$ cat src/rtl/reduceron_io_hub.sv
// IO hub for the Reduceron core bus: per-channel output FIFOs merged round-robin onto
// one tagged TX stream, a one-entry RX register, a run-cycle counter with watchdog, and result capture.
module reduceron_io_hub #(
  parameter int AW      = 15,
  parameter int DW      = 15,
  parameter int RW      = 18,
  parameter int NCH     = 4,
  parameter int DEPTH   = 8,
  parameter int CW      = 32,
  parameter int TIMEOUT = 0
) (
  input  logic          clock,
  input  logic          reset,
  input  logic [AW-1:0] ioaddr,
  input  logic          iowrite,
  input  logic          ioread,
  input  logic [DW-1:0] iowd,
  output logic [DW-1:0] iord,
  output logic          iostall,
  input  logic          finish_in,
  input  logic [RW-1:0] result_in,
  output logic          tx_valid,
  input  logic          tx_ready,
  output logic [11:0]   tx_data,
  input  logic          rx_valid,
  output logic          rx_ready,
  input  logic [7:0]    rx_data,
  output logic          done,
  output logic          timeout,
  output logic [RW-1:0] result_out,
  output logic [CW-1:0] cycles
);

  localparam int CHW  = (NCH > 1) ? $clog2(NCH) : 1;
  localparam int PW   = $clog2(DEPTH);
  localparam int CNTW = PW + 1;
  localparam logic [AW-1:0] A_RX   = AW'(16);
  localparam logic [AW-1:0] A_CYC  = AW'(32);
  localparam logic [AW-1:0] A_STAT = AW'(33);

  logic [7:0]      mem    [NCH][DEPTH];
  logic [PW-1:0]   rd_ptr [NCH];
  logic [PW-1:0]   wr_ptr [NCH];
  logic [CNTW-1:0] cnt    [NCH];

  logic [NCH-1:0] hit, full, nonempty, push, pop, avail;
  logic [CHW-1:0] ptr, cur_ch, gnt, idx;
  logic           gnt_found;
  logic [7:0]     gnt_byte;
  logic           rx_full, rx_rd;
  logic [7:0]     rx_byte;
  logic           unused_iowd;

  assign unused_iowd = ^iowd[DW-1:8];

  // Full is judged on the registered count, so a pop in the same cycle does not release the stall.
  always_comb begin
    hit = '0; full = '0; nonempty = '0; push = '0; pop = '0; avail = '0;
    for (int c = 0; c < NCH; c++) begin
      hit[c]      = (ioaddr == AW'(c));
      full[c]     = (cnt[c] == CNTW'(DEPTH));
      nonempty[c] = (cnt[c] != '0);
      push[c]     = iowrite && hit[c] && !full[c];
      pop[c]      = tx_valid && tx_ready && (cur_ch == CHW'(c));
      avail[c]    = (cnt[c] > (pop[c] ? CNTW'(1) : CNTW'(0)));
    end
  end

  assign iostall  = iowrite && |(hit & full);
  assign rx_ready = !rx_full;
  assign rx_rd    = ioread && !iowrite && (ioaddr == A_RX);

  // The byte being popped is still at the head, so a re-grant of that channel takes the next entry.
  always_comb begin
    gnt_found = 1'b0;
    gnt       = '0;
    idx       = '0;
    for (int i = 0; i < NCH; i++) begin
      idx = CHW'((int'(ptr) + i) % NCH);
      if (!gnt_found && avail[idx]) begin
        gnt_found = 1'b1;
        gnt       = idx;
      end
    end
    gnt_byte = pop[gnt] ? mem[gnt][rd_ptr[gnt] + PW'(1)] : mem[gnt][rd_ptr[gnt]];
  end

  always_ff @(posedge clock) begin
    for (int c = 0; c < NCH; c++)
      if (push[c]) mem[c][wr_ptr[c]] <= iowd[7:0];
  end

  always_ff @(posedge clock or posedge reset) begin
    if (reset) begin
      for (int c = 0; c < NCH; c++) begin
        rd_ptr[c] <= '0;
        wr_ptr[c] <= '0;
        cnt[c]    <= '0;
      end
    end else begin
      for (int c = 0; c < NCH; c++) begin
        if (push[c]) wr_ptr[c] <= wr_ptr[c] + PW'(1);
        if (pop[c])  rd_ptr[c] <= rd_ptr[c] + PW'(1);
        cnt[c] <= cnt[c] + CNTW'(push[c]) - CNTW'(pop[c]);
      end
    end
  end

  always_ff @(posedge clock or posedge reset) begin
    if (reset) begin
      tx_valid <= 1'b0;
      tx_data  <= '0;
      cur_ch   <= '0;
      ptr      <= '0;
    end else if (!tx_valid || tx_ready) begin
      tx_valid <= gnt_found;
      if (gnt_found) begin
        tx_data <= {4'(gnt), gnt_byte};
        cur_ch  <= gnt;
        ptr     <= CHW'((int'(gnt) + 1) % NCH);
      end
    end
  end

  always_ff @(posedge clock or posedge reset) begin
    if (reset) begin
      rx_full <= 1'b0;
      rx_byte <= '0;
    end else if (rx_valid && !rx_full) begin
      rx_full <= 1'b1;
      rx_byte <= rx_data;
    end else if (rx_rd) begin
      rx_full <= 1'b0;
    end
  end

  always_ff @(posedge clock or posedge reset) begin
    if (reset) begin
      iord <= '0;
    end else begin
      iord <= '0;
      if (ioread && !iowrite) begin
        case (ioaddr)
          A_RX:    if (rx_full) iord <= DW'({1'b1, rx_byte});
          A_CYC:   iord <= DW'(cycles);
          A_STAT:  iord <= DW'({timeout, done, rx_full, |nonempty});
          default: iord <= '0;
        endcase
      end
    end
  end

  // The counter still steps on the edge that sets done, then freezes.
  always_ff @(posedge clock or posedge reset) begin
    if (reset) begin
      cycles     <= '0;
      done       <= 1'b0;
      timeout    <= 1'b0;
      result_out <= '0;
    end else if (!done) begin
      if (cycles != '1) cycles <= cycles + CW'(1);
      if (finish_in) begin
        result_out <= result_in;
        done       <= 1'b1;
      end
      if (TIMEOUT != 0 && cycles == CW'(TIMEOUT - 1)) begin
        timeout <= 1'b1;
        done    <= 1'b1;
      end
    end
  end

endmodule
$ cat config.mk
export PLATFORM = sky130hd
export DESIGN_NAME = reduceron_io_hub
export DESIGN_NICKNAME = d
export VERILOG_FILES = /design/src/rtl/reduceron_io_hub.sv
export SDC_FILE = /design/constraint.sdc
export NUM_CORES = 1
export LEC_CHECK = 0
export ABC_AREA = 0
export BUFFER_PORTS_ARGS = -buffer_cell sky130_fd_sc_hd__buf_2
export CORE_AREA = 5 5 194 196
export CTS_CLUSTER_SIZE = 8
export DETAILED_ROUTE_END_ITERATION = 6
export DIE_AREA = 0 0 199 201
export GPL_TIMING_DRIVEN = 0
export PLACE_DENSITY = 0.73
export RECOVER_POWER = 25
export SLEW_MARGIN = 20
export SYNTH_ARGS = -nofsm -noshare
export SYNTH_HDL_FRONTEND = slang
export SYNTH_SLANG_ARGS = --single-unit
$ cat constraint.sdc
create_clock -name clock -period 9.88 [get_ports clock]
set_input_delay 0.988 -clock clock [delete_from_list [all_inputs] [get_ports clock]]
set_output_delay 0.988 -clock clock [all_outputs]
set_load 0.02 [all_outputs]
==> impl_metrics.toml, run 1 <==
[timing]
fmax_mhz = 180.0
min_period_ps = 5555
worst_pin_slew_ps = 3771
hold_ws_ps = 493.1
fin_skew_ps = 43.63
final-max-slew-violation-count = 263
setup_tns_ps = 0
final.setup.worst_slack_ps = 4325
hold_viol_final = 0
slew_headroom = -1.514
grt_setup_unrepaired = "false"
setup_viol = 0
fin_crit_sh = 0.5622

[clock_tree]
postCtsHoldBufs = 0
cts_buffers = 53
cts_root_buf = "clkbuf_16"
cts_resized = 0
cts.sinks = 384
cts_buffer_depth = 3
clk_pin_slew_ps = 50
insertion_delay_ps = 620
cts_tree = "done"
post-cts-setup-buffer-count = 0
ctsHtreeMaxLevel = 2

[logic_synthesis]
seq_area_frac_synth = 0.5658
synth_cell_types = 73
syn_inst = 1523
synth_top_area_share = 0.3994
synth_enable_flop_cells = 256
synth.top_cells.by_area = "edfxtp_1 40%, dfrtp_1 17%, mux2i_1 7.3%"
netlist_area_um2 = 19250
async_flop_share = 0.3333
yosys_warnings = 1
synth_top_cell_by_area = "edfxtp_1"
synthFlopType = "edfxtp_1"
synth_seq_cells = 384
avgSynthCellArea_um2 = 12.64

[drt]
route.detailed.drc = 0
drtAntennaViolNets = 0
vias_per_cell = 6.477
vias = 14417
drt_wl_total_um = 63240
wire_per_inst_um = 28.41
detailedRoute.firstIterationViolations = 1809
firstDrtPassIters = 6

[floorplanning]
die_area_um2 = 40000
rows = 70
coreArea_um2 = 35910
die_y_um = 201
io-pin-count = 145
die_w_um = 199
initial_core_util = 0.5360

[global_routing]
grt_max_degree = 74
grt_use_total = 0.3134
grt_first_pass_wirelength_um = 92920
grt_pass1_vias = 14435
grt.overflow.total = 0
antenna_found_initial = 1

[pwr]
power.net_switching_mw = 3.438
switching_share = 0.4521
power_density_nw_per_um2 = 342.3
power.internal_mw = 4.167
ir_worst_vdd_uv = 169.9
share_comb_of_total_power = 0.521
finalPower_mw = 7.606
power_frac_clock = 0.223
p_seq_frac = 0.256
leakagePower_nw = 8.538

[worst_setup_path]
crit_chain = "buf_2, clkinvlp_2, clkbuf_1"
cp_top_family = "buffers and inverters"
critical_path_required_ps = 9720
cp_slowest_cell = "clkbuf_1"
crit_arrival_ps = 5390
critPathCaptureType = "asynchronous set/reset pin"
cpPeakStageDelay_ps = 2750
path_class = "input pin to asynchronous set/reset pin"
critPathMaxFanout = 73
cp-start-kind = "input pin"
timing.critical_path.buf_inv = 3

[hold_path]
hold_path_class = "flip-flop to flip-flop"

[final_layout]
finish.utilization = 0.6187
fillers = 2802
stdcell_count = 2226
antennaDiodeCount = 0
area_growth_pct = 15.43
final_nets = 1820
drive_above_1_share = 0.1991
finalInstanceArea_um2 = 22220

[place]
pre_cts_ws_ps = 4188
gp_congestion = 1.048
dp_cells = 2136
placed_area_um2 = 20710
dpl.hpwl_um = 46330
port_buffers = 134

[status]
status = "finished, violations left"
violations = "max-capacitance violations, max-slew violations"

[run]
drv_cap = 6
## registers in the layout, summed over array words and instances (netlist names)
signal      cells
tx_data         8
rx_full         1
ptr             2
rd_ptr         12
cnt            16
iord           15
cycles         32
cur_ch          2
tx_valid        1
done            1
rx_byte         8
wr_ptr         12
result_out     18
mem           256
## layout by cell type, fill, tap and decap left out, drive strengths merged, types with 16 or more instances in the layout
cell type    n
edfxtp     256
buf        175
clkbuf     159
mux2i      141
dfrtp      128
nand2      116
a211oi      83
nor2b       72
mux2        68
a2111oi     56
nand3       52
nor2        47
xnor2       40
inv         38
ha          30
a31oi       20
nor4        19
nand3b      18
xor2        17
o31a        16
## cells by family (layout without fill, tap and decap cells)
group	Yosys count	in the layout	synth area share
and+or+nand+nor	407	407	0.1114
DFF	384	384	0.5658
muxes	222	222	0.1283
xor gates and xnor gates	57	57	0.02594
other	1	3	0.0001948
adders and majority gates	34	34	0.02366
buffers and inverters	146	379	0.03263
AOI/OAI and AO/OA	272	272	0.1120
## cell usage after synthesis, drive strengths merged (14+ instances only)
master,count
a2111oi,56
nor2b,72
clkbuf,66
nand2,116
inv,38
buf,41
and3,14
nor3,14
nand3,52
a211oi,83
nor4,19
edfxtp,256
ha,30
xnor2,40
nor2,47
a31oi,20
mux2i,141
mux2,68
nand3b,18
dfrtp,128
o31a,16
xor2,17
## final cells by class
cell class / instances / area [um^2] / share of cell area
plain buffers: 107 / 481.7 / 0.02168
clock buffers: 87 / 1454 / 0.06544
clock inverters: 3 / 80.08 / 0.003604
inverters: 39 / 147.6 / 0.006646
multi-input cells: 995 / 7841 / 0.3530
flip-flops and latches: 384 / 10890 / 0.4902
well taps: 468 / 585.6 / 0.02636
repair buffers: 143 / 735.7 / 0.03312
## power by group through the flow
stage                     logic (mW)  registers, mW  clock network, mW
after floorplan                 2.36           1.97                  0
after global placement          3.68           1.97                  0
after detailed placement        3.75           1.97                  0
after CTS                       3.77           1.94               1.71
after global routing            4.06           1.96               1.79
final                           3.96           1.95               1.69
## path summary, 6_finish.rpt
kind | depth (start not counted) | from | end | slack, ps
worst max-delay path | 3 | reset | cycles[28] | 4330
worst min-delay path | 1 | wr_ptr[8] | wr_ptr[8] | 490
worst max register to register | 17 | cur_ch[1] | tx_data[3] | 4420
worst min register to register | 1 | wr_ptr[8] | wr_ptr[8] | 490
max in group clock | 17 | cur_ch[1] | tx_data[3] | 4420
min in group asynchronous | 2 | reset | cnt[8] | 1110
## per-layer routing
metal  track usage  wire length (um)
met2        0.4623             27530
met3       0.09533              7908
met1        0.4284             24290
met4        0.1436              3500
met5             0                 7
Note: power is estimated with default switching activity, not from simulation.
==> run 2, diff against run 1 <==
--- a/config.mk
+++ b/config.mk
@@ -5,12 +5,12 @@
 export SDC_FILE = /design/constraint.sdc
 export NUM_CORES = 1
 export LEC_CHECK = 0
-export ABC_AREA = 0
+export ABC_AREA = 1
 export BUFFER_PORTS_ARGS = -buffer_cell sky130_fd_sc_hd__buf_2
-export CORE_AREA = 5 5 194 196
+export CORE_AREA = 5 5 187 189
 export CTS_CLUSTER_SIZE = 8
 export DETAILED_ROUTE_END_ITERATION = 6
-export DIE_AREA = 0 0 199 201
+export DIE_AREA = 0 0 192 194
 export GPL_TIMING_DRIVEN = 0
 export PLACE_DENSITY = 0.73
 export RECOVER_POWER = 25
==> constraint.sdc (replaced) <==
create_clock -name clock -period 5.6 [get_ports clock]
set_input_delay 0.56 -clock clock [delete_from_list [all_inputs] [get_ports clock]]
set_output_delay 0.56 -clock clock [all_outputs]
set_load 0.02 [all_outputs]
==> run 2 against run 1 <==
Compared with the run above: the run still ends with max-capacitance violations, max-slew violations left; flip-flop and latch count stayed put; synthesized area is 7.1% lower; cell area is 6.1% lower; critical endpoint is now tx_data[1].
==> impl_metrics.toml, run 2 <==
[final_layout]
area_growth_pct = 16.56
multi_input_area_um2 = 6300
final_cell_mix = "476 x nand2_1, 405 x nand3_1, 256 x edfxtp_1"
drive_above_1_share = 0.1737
layout_commonest_cell = "nand2_1"
largest_register_ffs = 256
stdcell_count = 2447
fillers = 2651
final-seq-area_um2 = 10890
final_nets = 2072

[logic_synthesis]
yosysMostFrequentCell = "nand2_1"
yosys_warnings = 1
synth_cell_types = 49
synthFlopType = "edfxtp_1"
synth.top_cells.by_area = "edfxtp_1 43%, dfrtp_1 18%, nand3_1 11%"
netlist_area_um2 = 17890
avgSynthCellArea_um2 = 10.12
async_flop_share = 0.3333
syn_inst = 1768
seq_area_frac_synth = 0.6088
synth_top_cell_by_area = "edfxtp_1"
synth_seq_cells = 384
synth_top_area_share = 0.4297
synth_commonest_cells = "476 x nand2_1, 405 x nand3_1, 256 x edfxtp_1"
synth_enable_flop_cells = 256

[timing]
grt_setup_unrepaired = "false"
fin_skew_ps = 14.95
slew_headroom = -0.2896
fmax_mhz = 220.4
fin_crit_sh = 0.8103
setup_viol = 0
hold_viol_final = 0
setup_tns_ps = 0
final-max-slew-violation-count = 239
min_period_ps = 4538
worst_pin_slew_ps = 1924

[drt]
drt_wl_total_um = 50450
vias = 13862
vias_per_cell = 5.665
detailedRoute.firstIterationViolations = 1066
route.detailed.drc = 0
wire_per_inst_um = 20.62
firstDrtPassIters = 5
drtAntennaViolNets = 0

[worst_setup_path]
critical_path_required_ps = 6090
path_class = "flip-flop to flip-flop"
critPathCaptureType = "flip-flop"
cp_slowest_cell = "buf_1"
cp-start-kind = "flip-flop"
cpPeakStageDelay_ps = 520
crit_chain = "inv_1, ha_1, inv_1, nor2_1, nand3_1, nand3_1, nand2_2, nor2_4, nand3_4, o21ai_4, nand2_1, nand2_1, buf_4, buf_2, ha_1, clkbuf_1, inv_1, buf_1, nand3_1, nand3_1, nand3_1, nand2_1, nand2_1, nand2_1"
critPathMaxFanout = 10
crit_arrival_ps = 5030

[floorplanning]
die_w_um = 192
initial_core_util = 0.5402
die_y_um = 194
coreArea_um2 = 33110
io-pin-count = 145
die_area_um2 = 37250
rows = 67

[clock_tree]
cts_resized = 0
clk_pin_slew_ps = 50
cts_buffer_depth = 3
cts.sinks = 384
ctsHtreeMaxLevel = 2
insertion_delay_ps = 560
cts_buffers = 53
cts_root_buf = "clkbuf_16"
post-cts-setup-buffer-count = 0
cts_tree = "done"

[place]
dpl.hpwl_um = 35360
port_buffers = 134
dp_cells = 2367
gp_congestion = 1.012

[global_routing]
antenna_found_initial = 0
grt_use_total = 0.2689
grt_pass1_vias = 13715
grt_first_pass_wirelength_um = 77470
grt.overflow.total = 0
grt_max_degree = 89

[hold_path]
hold_path_class = "input pin to flip-flop"

[run]
drv_cap = 7

[status]
status = "finished, violations left"
violations = "max-capacitance violations, max-slew violations"
[run 2: cell types whose count changed in the layout (fill, tap and decap cells not counted), moves of 21 or more]
cell,change
a2111oi_0,-40
a211oi_1,-80
clkbuf_1,-57
inv_1,+62
mux2_2,-42
mux2i_1,-141
nand2_1,+360
nand3_1,+353
nor2b_1,-72
nor3_2,+22
xnor2_1,-24
xor2_1,+21
[run 2: critical path, delay by kind of cell, from the launching register on]
family	cells	cell delay (ps)
adders and majority gates	2	460
buffers and inverters	7	1670
DFF	1	350
AOI/OAI and AO/OA	1	360
and+or+nand+nor	14	1630
[run 2: logic make-up after synthesis]
family,Yosys count,synth area share
multiplexers,26,0.01637
AO/OA/AOI/OAI,46,0.01707
XOR/XNOR,55,0.02735
other,1,0.0002096
AND/OR/NAND/NOR,1030,0.2569
flip-flops,384,0.6088
adder cells (fa/ha/maj),34,0.02546
buffers and inverters,192,0.04784
[run 2: layout make-up]
class | count | area share
repair buffers | 150 | 0.03858
well taps | 448 | 0.02688
clock buffers | 77 | 0.06793
plain buffers | 84 | 0.02160
clock inverters | 1 | 0.0009601
flip-flops and latches | 384 | 0.5223
multi-input cells | 1194 | 0.3021
inverters | 108 | 0.01950
diodes | 1 | 0.0001200
[run 2: through the flow]
step             util  area [um^2]  hold WS [ps]  setup slack, ps
3_3_place_gp   0.5776        19130         460.4            104.3
6_report       0.6297        20850         204.7             1062
2_1_floorplan       -        17900         463.1             1627
4_1_cts        0.6292        20830         183.9             1116
3_5_place_dp   0.5855        19390         460.7            889.9
5_1_grt        0.6296        20850         200.1            700.3
[run 2: final timing paths]
kind	startpoint	end	slack, ps	depth (start not counted)
setup / recovery	cnt[6]	tx_data[1]	1060	24
min in group asynchronous	reset	cnt[13]	1080	3
hold / removal	tx_ready	tx_valid	200	2
hold reg to reg	tx_data[2]	tx_data[2]	470	2
setup reg to reg	cnt[6]	tx_data[1]	1060	24
max in group asynchronous	reset	wr_ptr[8]	3410	4
[run 2: repair_timing]
item | 4_1_cts | 5_1_grt
hold buffers | 1 | 0
hold endpoints to repair | 32 | 0
setup endpoints to repair | 0 | 0
[run 2: metal layers]
metal	share of wire	vias to the layer above	GRT usage	wire, um
met4	0.038	0	0.1006	1926
met5	0	-	0	0
met2	0.47	611	0.4393	23910
li1	-	6455	-	-
met3	0.091	97	0.05474	4587
met1	0.40	6699	0.3572	20030
Power of run 2 is left out: the tool's default activity adds up to more than one toggle a clock period on the data nets, which glitch-free logic cannot reach.
